[src/rtl/i2c_sched.sv]
`default_nettype none
// ============================================================================
// Module   : i2c_sched
// Purpose  : Round-robin scheduler sharing one I2C master among NREQ
//            single-byte requesters. Define I2C_SCHED_TIMEOUT_EN for a
//            done-timeout in XFER.
// Revision : 1.0 - initial release
// ============================================================================
module i2c_sched #(
  parameter int NREQ    = 2,
  parameter int GAP_CYC = 4,
  parameter int TO_CYC  = 255
) (
  input  logic                 clk,
  input  logic                 rst_n,
  input  logic [NREQ-1:0]      req,
  input  logic [NREQ-1:0]      req_rw,
  input  logic [8*NREQ-1:0]    req_data,
  output logic [NREQ-1:0]      gnt,
  output logic [NREQ-1:0]      rsp_valid,
  output logic [7:0]           rsp_data,
  output logic                 rsp_ack,
  output logic                 rsp_err,
  output logic                 m_start,
  output logic                 m_stop,
  output logic                 m_chk,
  output logic [7:0]           m_din,
  input  logic                 m_done,
  input  logic                 m_ack,
  input  logic [7:0]           m_dout
);

  localparam int IW = (NREQ > 2) ? 2 : 1;
  localparam logic [IW:0]   c_NREQ     = (IW+1)'(NREQ);
  localparam logic [3:0]    c_GAP_LAST = 4'(GAP_CYC - 1);

  localparam logic [2:0] c_IDLE  = 3'd0;
  localparam logic [2:0] c_START = 3'd1;
  localparam logic [2:0] c_XFER  = 3'd2;
  localparam logic [2:0] c_STOP  = 3'd3;
  localparam logic [2:0] c_GAP   = 3'd4;
  localparam logic [2:0] c_RSP   = 3'd5;

  logic [2:0]      r_state;
  logic [IW-1:0]   r_win;
  logic [IW-1:0]   r_last;
  logic            r_rw;
  logic [7:0]      r_din;
  logic [7:0]      r_rdata;
  logic            r_ack;
  logic [3:0]      r_gap;

  logic            w_found;
  logic [IW-1:0]   w_win;
  logic [IW:0]     w_idx;
  logic            w_rw;
  logic [7:0]      w_wdata;
  logic [NREQ-1:0] w_onehot;

  // Search starts one past the last winner so every requester gets a turn.
  always_comb begin
    w_found = 1'b0;
    w_win   = '0;
    w_idx   = '0;
    for (int k = 1; k <= NREQ; k++) begin
      w_idx = {1'b0, r_last} + (IW+1)'(k);
      if (w_idx >= c_NREQ) w_idx = w_idx - c_NREQ;
      if (!w_found && req[w_idx[IW-1:0]]) begin
        w_found = 1'b1;
        w_win   = w_idx[IW-1:0];
      end
    end
  end

  always_comb begin
    w_rw     = 1'b0;
    w_wdata  = '0;
    w_onehot = '0;
    for (int i = 0; i < NREQ; i++) begin
      if (w_win == IW'(i)) begin
        w_rw    = req_rw[i];
        w_wdata = req_data[i*8 +: 8];
      end
      w_onehot[i] = (r_win == IW'(i));
    end
  end

`ifdef I2C_SCHED_TIMEOUT_EN
  localparam logic [7:0] c_TO_LAST = 8'(TO_CYC - 1);
  logic [7:0] r_to;
  logic       r_err;
`endif

  always_ff @(posedge clk or negedge rst_n) begin
    if (!rst_n) begin
      r_state <= c_IDLE;
      r_win   <= '0;
      r_last  <= IW'(NREQ - 1);
      r_rw    <= 1'b0;
      r_din   <= '0;
      r_rdata <= '0;
      r_ack   <= 1'b0;
      r_gap   <= '0;
`ifdef I2C_SCHED_TIMEOUT_EN
      r_to    <= '0;
      r_err   <= 1'b0;
`endif
    end else begin
      case (r_state)
        c_IDLE: begin
          if (w_found) begin
            r_win   <= w_win;
            r_rw    <= w_rw;
            r_din   <= w_wdata;
            r_state <= c_START;
          end
        end
        c_START: begin
`ifdef I2C_SCHED_TIMEOUT_EN
          r_to    <= '0;
`endif
          r_state <= c_XFER;
        end
        c_XFER: begin
          if (m_done) begin
            r_rdata <= r_rw ? 8'h00 : m_dout;
            r_ack   <= m_ack;
`ifdef I2C_SCHED_TIMEOUT_EN
            r_err   <= 1'b0;
`endif
            r_state <= c_STOP;
          end
`ifdef I2C_SCHED_TIMEOUT_EN
          else if (r_to == c_TO_LAST) begin
            r_rdata <= '0;
            r_ack   <= 1'b0;
            r_err   <= 1'b1;
            r_state <= c_STOP;
          end else begin
            r_to <= r_to + 8'd1;
          end
`endif
        end
        c_STOP: begin
          r_gap   <= '0;
          r_state <= c_GAP;
        end
        c_GAP: begin
          if (r_gap == c_GAP_LAST) r_state <= c_RSP;
          else                     r_gap   <= r_gap + 4'd1;
        end
        c_RSP: begin
          r_last  <= r_win;
          r_state <= c_IDLE;
        end
        default: r_state <= c_IDLE;
      endcase
    end
  end

  assign gnt       = (r_state != c_IDLE) ? w_onehot : '0;
  assign rsp_valid = (r_state == c_RSP)  ? w_onehot : '0;
  assign rsp_data  = r_rdata;
  assign rsp_ack   = r_ack;
  assign m_start   = (r_state == c_START);
  assign m_stop    = (r_state == c_STOP);
  assign m_chk     = r_rw;
  assign m_din     = r_din;

`ifdef I2C_SCHED_TIMEOUT_EN
  assign rsp_err   = r_err;
`else
  // Timeout length is meaningless without the counter; error never raised.
  localparam logic c_TO_CFG = (TO_CYC > 0);
  assign rsp_err   = 1'b0 & c_TO_CFG;
`endif

endmodule
`default_nettype wire

[config.mk]
export PLATFORM = sky130hd
export DESIGN_NAME = i2c_sched
export DESIGN_NICKNAME = d
export VERILOG_FILES = /design/src/rtl/i2c_sched.sv
export SDC_FILE = /design/constraint.sdc
export NUM_CORES = 1
export LEC_CHECK = 0
export ABC_AREA = 1
export ABC_CLOCK_PERIOD_IN_PS = 1900
export BUFFER_PORTS_ARGS = -buffer_cell sky130_fd_sc_hd__buf_2
export CAP_MARGIN = 20
export CORE_MARGIN = 3
export CORE_UTILIZATION = 51
export DETAILED_ROUTE_END_ITERATION = 8
export PLACE_DENSITY = 0.84
export SLEW_MARGIN = 20
export SYNTH_ARGS = -nofsm -noshare
export SYNTH_HDL_FRONTEND = slang
export SYNTH_SLANG_ARGS = --single-unit
[constraint.sdc]
create_clock -name clk -period 1.9 [get_ports clk]
set_input_delay 0.095 -clock clk [delete_from_list [all_inputs] [get_ports clk]]
set_output_delay 0.095 -clock clk [all_outputs]
set_load 0.01 [all_outputs]
==> results by group, run 1 <==
Synthesis
  • Yosys warns: 0
  • Mapped Nets: 207
  • Mux cell area share after synthesis: 0
  • Syn_area_per_cell: 8.032 sq um
  • Complex-gate fraction of the synthesized area: 0.06177
  • Yosys cell types: 25
  • Synth Area in XOR/XNOR: 0.01253
  • Sequential area share after synthesis: 0.4843
  • Largest family of logic cells by synthesized area: simple AND/OR/NAND/NOR gates
  • Register bit total from synthesis: 27
  • Gate Count Post-Synth: 174
  • Mapped Area: 0.001398 sq mm
  • Synth Area in Adders: 0.008953
  • Synth Area in Simple Gates: 0.3805

Finish
  • Syn-to-layout area delta: 27.75%
  • Share of cells above drive strength 1: 0.3220
  • Commonest cells after routing, fill and taps aside: nand2_1, buf_2, dfrtp_1
  • Final layout net count: 270
  • Diode count: 0
  • FILL cells: 206
  • Final core occ: 0.7016
  • Most common cell after layout, fill and taps aside: nand2_1

Setup path
  • Worst reg2reg setup slack: 0.38 ns
  • Crit-path max FO: 11
  • RR Endpoint: m_chk
  • Arr. time, crit path: 1.79 ns
  • Path depth of the worst reg2reg path: 6
  • Worst Setup Start Kind: flip-flop
  • CP required: 2.17 ns
  • Critical path type: flip-flop to flip-flop
  • RR Startpoint: r_last
  • Crit end category: flip-flop

Job
  • Max_cap viols: 0

Global route
  • Vias in the first global route: 1197
  • GR Overflow Total: 0
  • Grt met2 use: 0.3413
  • First-pass GRT wire length: 5285 microns
  • GRT met3 Usage: 0.02851
  • Largest net degree at the start of global routing: 28
  • Met1 usage: 0.2639
  • Top Usage Layer GRT: met2
  • GRT Util Overall: 0.1992
  • Initial antenna violation count: 0

Clock network
  • CTS Buf Count: 3
  • Root buffer cell: clkbuf_4
  • Clk pin slew, worst setup/hold paths: 0.15 ns
  • CTS tree: built
  • Clock buffer depth: 2
  • CTS Sinks: 27
  • Htree depth: 1
  • Post-CTS Setup Inserts: 0
  • Clk_lat worst skew: 0.33 ns

Placed design
  • IO buf count: 55
  • GP Congestion: 0.7630
  • Place WS: 0.3922 ns
  • DPL Wire Length: 2316 microns

STA
  • TNS Setup: 0 ns
  • Worst-Margin Slew: 0.5939 ns
  • Clock Skews: 0.008923 ns
  • Slew Viols, Final: 0
  • Final Hold Viols: 0
  • RSZ-0062 raised after global routing: no
  • Fmax: 657.1 MHz
  • Final setup viols: 0
  • Period Utilization, post-route: 0.8010
  • Final Worst Setup Slack: 0.3781 ns
  • Fin crit period: 1.522 ns
  • Relative slew slack: 0.6041
  • Hold slack: 0.01376 ns

Route
  • Total routed wirelength: 3175 microns
  • DR WL/cell: 11.94 microns
  • DRC viols: 0
  • DRT Pass-1 Iters: 4
  • DR iter-0 viols: 31
  • Routed Antenna Nets: 0
  • Vias per cell: 4.868
  • DR vias: 1295

Pwr
  • Power share of the clock group: 0.103
  • P_sw: 1.104 mW
  • LEAKAGE: 1.007 nW
  • Reg power frac: 0.413
  • Part of the power in combinational logic: 0.484
  • Int Power: 1.370 mW
  • PwrDens: 1386 mW/mm^2
  • Worst vdd rail ir drop: 0.9105 mV
  • Sw frac: 0.4463

Hold path
  • Hold Path Class: primary input to flip-flop
  • Min-delay src: m_dout[3]
  • Hold path depth: 3
  • Worst hold endpoint: rsp_data[3]

Run status
  • Outcome: complete, no violations

Die
  • Number of top-level pins: 57
  • Die ar.: 0.003405 sq mm
  • Core area: 0.002545 sq mm
  • Die span in y: 58.35 microns
  • Site Rows: 18
  • DIE WIDTH: 58.35 microns
  • Initial Util: 0.5492
==> timing repair <==
item / in CTS / in global routing
hold endpoints to repair: 32 / 0
hold buffers: 7 / 0
resized for setup: 0 / 0
==> how the worst max path moves through the flow <==
stage          slack, ns        to  startpoint
2_1_floorplan       0.77     m_chk      r_last
3_5_place_dp        0.39     m_chk      r_last
6_report            0.38     m_chk      r_last
4_1_cts             0.36     m_chk      r_last
3_3_place_gp        0.44     m_chk      r_last
5_1_grt             0.25  m_din[3]      r_last
==> power by group through the flow <==
stage	logic, mW	clock network [mW]	registers, mW
3_5_place_dp	1.19	0	1.03
4_1_cts	1.21	0.260	1.02
5_1_grt	1.36	0.280	1.06
2_1_floorplan	0.708	0	1.10
6_report	1.20	0.254	1.02
3_3_place_gp	1.17	0	1.02
==> kinds of logic (layout without fill, tap and decap cells) <==
| kind of cell | Yosys count | after routing |
|---|---|---|
| flip-flops | 27 | 27 |
| other | 1 | 1 |
| adder cells (fa/ha/maj) | 1 | 1 |
| AND/OR/NAND/NOR | 113 | 113 |
| buffers and inverters | 15 | 77 |
| AO/OA/AOI/OAI | 15 | 15 |
| XOR/XNOR | 2 | 2 |
==> state kept, by name, summed over array words and instances, names as in the netlist <==
register / flops
m_chk: 1
m_din: 8
r_gap: 4
r_last: 1
r_state: 3
r_win: 1
rsp_ack: 1
rsp_data: 8
==> layout make-up <==
type	count	area (sq um)	share of cell area
flip-flops and latches	27	676.9	0.3791
multi-input cells	132	651.9	0.3651
repair buffers	62	345.3	0.1934
inverters	11	43.79	0.02453
well taps	30	37.54	0.02102
clock buffers	3	22.52	0.01261
clock inverters	1	7.507	0.004205
==> cell usage after synthesis (all sizes together) <==
cell,count,area share
o21ai,15,0.062
nand3,19,0.077
clkinv,1,0.0027
buf,4,0.018
xnor2,2,0.013
nor3,1,0.0036
ha,1,0.0090
nor2,15,0.072
inv,10,0.029
dfrtp,26,0.47
dfstp,1,0.019
conb,1,0.0027
nand3b,1,0.0054
nand2,77,0.22
==> critical path, stage by stage (launching register included) <==
cell	delay, ns
dfstp_2	0.59
nand2_1	0.24
nand2_1	0.23
nor2_2	0.10
nor2_8	0.15
nand2_1	0.07
o21ai_1	0.07
==> metrics by stage <==
step | cell area [sq um] | instances | total power, mW
after global placement | 1685 | 255 | 2.185
after global routing | 1785 | 266 | 2.704
after CTS | 1785 | 266 | 2.490
final | 1785 | 266 | 2.474
after floorplan | 1398 | 174 | 1.806
after detailed placement | 1685 | 255 | 2.226
==> layer usage <==
| layer | wire, microns | vias to the layer above |
|---|---|---|
| met3 | 164 | 4 |
| li1 | - | 670 |
| met5 | 0 | - |
| met1 | 1311 | 584 |
| met2 | 1664 | 37 |
| met4 | 34 | 0 |
No activity file was read; power rests on OpenSTA's default activity.
==> inputs of run 2 (changes only) <==
--- a/config.mk
+++ b/config.mk
@@ -6,13 +6,13 @@
 export NUM_CORES = 1
 export LEC_CHECK = 0
 export ABC_AREA = 1
-export ABC_CLOCK_PERIOD_IN_PS = 1900
+export ABC_CLOCK_PERIOD_IN_PS = 1520
 export BUFFER_PORTS_ARGS = -buffer_cell sky130_fd_sc_hd__buf_2
 export CAP_MARGIN = 20
 export CORE_MARGIN = 3
-export CORE_UTILIZATION = 51
+export CORE_UTILIZATION = 47
 export DETAILED_ROUTE_END_ITERATION = 8
-export PLACE_DENSITY = 0.84
+export PLACE_DENSITY = 0.78
 export SLEW_MARGIN = 20
 export SYNTH_ARGS = -nofsm -noshare
 export SYNTH_HDL_FRONTEND = slang
==> constraint.sdc (replaced) <==
create_clock -name clk -period 1.52 [get_ports clk]
set_input_delay 0.076 -clock clk [delete_from_list [all_inputs] [get_ports clk]]
set_output_delay 0.076 -clock clk [all_outputs]
set_load 0.01 [all_outputs]
==> run 2 against run 1 <==
  * Sequential share of layout area shrank 0.97 points
  * Sequential power grew 26%
  * Non-clock buffer count grew 4
  * Via count shrank 0.46%
  * Count of clock-buffer cells in the layout is the same
  * Routed wire length shrank 1.8%
  * Register-to-register slack lost 0.098 ns
  * First-iteration DRC count grew 35%
  * Clock skew grew 0.0062 ns
  * Hold slack gained 0.010 ns
  * Largest cell class unchanged
==> results by group, run 2 (synthesis gave the netlist of run 1 again) <==
STA
  • Final setup viols: 0
  • Slew Viols, Final: 0
  • Worst-Margin Slew: 0.5784 ns
  • Final Hold Viols: 0
  • Fin crit period: 1.418 ns
  • Final Worst Setup Slack: 0.1017 ns
  • RSZ-0062 raised after global routing: yes
  • Hold slack: 0.02374 ns
  • Fmax: 705.0 MHz
  • Relative slew slack: 0.6144
  • Clock Skews: 0.01515 ns
  • Period Utilization, post-route: 0.9331

Pwr
  • LEAKAGE: 1.025 nW
  • Worst vdd rail ir drop: 0.9279 mV
  • PwrDens: 1698 mW/mm^2

Finish
  • Share of cells above drive strength 1: 0.3292
  • Final layout net count: 274
  • Commonest cells after routing, fill and taps aside: nand2_1, buf_2, dfrtp_1
  • Multi-input gate area in the final layout: 661.9 sq um
  • Most common cell after layout, fill and taps aside: nand2_1
  • Seq. cell area: 678.2 sq um
  • Diode count: 0
  • FILL cells: 267
  • Syn-to-layout area delta: 31.33%

Setup path
  • Arr. time, crit path: 1.34 ns
  • Slowest stage delay, CP: 0.50 ns
  • RR Startpoint: r_last
  • Buffers & Inverters on Critical Path: 2
  • Crit path cell chain: nor2_4 -> nand2_4 -> inv_4 -> nor2_1 -> buf_2
  • Crit path max-delay family: flip-flops
  • Worst Setup Start Kind: flip-flop
  • Critical path origin: r_state[0]
  • Crit-path max FO: 5
  • Crit end category: output pin
  • CP required: 1.44 ns
  • Critical path type: flip-flop to output pin
  • Slowest CP cell: dfrtp_1

Clock network
  • CTS Buf Count: 3
  • Clk pin slew, worst setup/hold paths: 0.16 ns
  • Root buffer cell: clkbuf_4
  • CTS tree: built
  • CTS Sinks: 27
  • Htree depth: 1
  • Clock buffer depth: 2
  • Clk_lat worst skew: 0.33 ns

Route
  • DR vias: 1289
  • Total routed wirelength: 3118 microns
  • DR WL/cell: 11.51 microns
  • DRT Pass-1 Iters: 4
  • Vias per cell: 4.756
  • DR iter-0 viols: 42
  • DRC viols: 0
  • Routed Antenna Nets: 0

Placed design
  • GP Congestion: 0.7807
  • Place WS: 0.2960 ns
  • DPL Wire Length: 2238 microns
  • IO buf count: 55

Global route
  • GRT Util Overall: 0.1826
  • First-pass GRT wire length: 5050 microns
  • Vias in the first global route: 1170
  • Initial antenna violation count: 0
  • GRT met3 Usage: 0.02766
  • Met1 usage: 0.2430
  • Largest net degree at the start of global routing: 28
  • Top Usage Layer GRT: met2
  • GR Overflow Total: 0
  • Grt met2 use: 0.3040

Hold path
  • Min-delay src: req_data[3]
  • Hold Path Class: primary input to flip-flop

Die
  • Core area: 0.002805 sq mm
  • Site Rows: 19
  • DIE WIDTH: 60.53 microns
  • Die span in y: 60.53 microns
  • Initial Util: 0.4982
  • Number of top-level pins: 57
  • Die ar.: 0.003664 sq mm

Job
  • Max_cap viols: 0

Run status
  • Outcome: complete, no violations
[run 2: final timing paths]
| check | endpoint | slack, ns | cells past startpoint |
|---|---|---|---|
| worst max-delay path | gnt[0] | 0.10 | 5 |
| worst min-delay path | m_din[3] | 0.02 | 5 |
| worst max register to register | m_chk | 0.28 | 7 |
| worst min register to register | m_din[7] | 0.49 | 2 |
| max in group asynchronous | r_state[1] | 0.85 | 2 |
| min in group asynchronous | rsp_data[5] | 0.25 | 2 |
[run 2: metrics by stage]
step           std cells  power [mW]  utilization  setup TNS (ns)  instance area (sq um)
2_1_floorplan        174       2.258            -               0                   1398
3_3_place_gp         257       2.749       0.6039               0                   1694
3_5_place_dp         257       2.772       0.6039               0                   1694
4_1_cts              271       3.104       0.6503               0                   1824
5_1_grt              271       3.396       0.6543        -0.01232                   1836
6_report             271       3.116       0.6543               0                   1836
[run 2: cell type report]
type	count	share of cell area
clock inverters	1	0.004090
inverters	11	0.02386
clock buffers	3	0.01227
well taps	31	0.02113
flip-flops and latches	27	0.3695
repair buffers	66	0.2086
multi-input cells	132	0.3606
[run 2: where the power goes]
part	switching (mW)	total, mW	internal (mW)
Combinational	0.909	1.51	0.598
Clock	0.221	0.321	0.101
Sequential	0.251	1.29	1.04
Total	1.38	3.12	1.74
[run 2: worst reg2reg max path: stages (launching register included)]
cell and delay [ns]:
dfstp_2 0.60, nand2_1 0.08, buf_4 0.18, nand2_4 0.11, nand2_1 0.07, nand2_1 0.05
nand2_1 0.05, o21ai_1 0.07
[run 2: timing repair]
item,in CTS,in global routing
setup endpoints to repair,0,4
gates resized for setup,0,3
buffers inserted,0,0
hold buffers,10,0
endpoints found under the hold margin,35,0
[run 2: layer usage]
| metal | vias to the layer above | wire length (microns) |
|---|---|---|
| li1 | 681 | - |
| met1 | 572 | 1404 |
| met2 | 34 | 1529 |
| met3 | 2 | 164 |
| met4 | 0 | 19 |
| met5 | - | 0 |
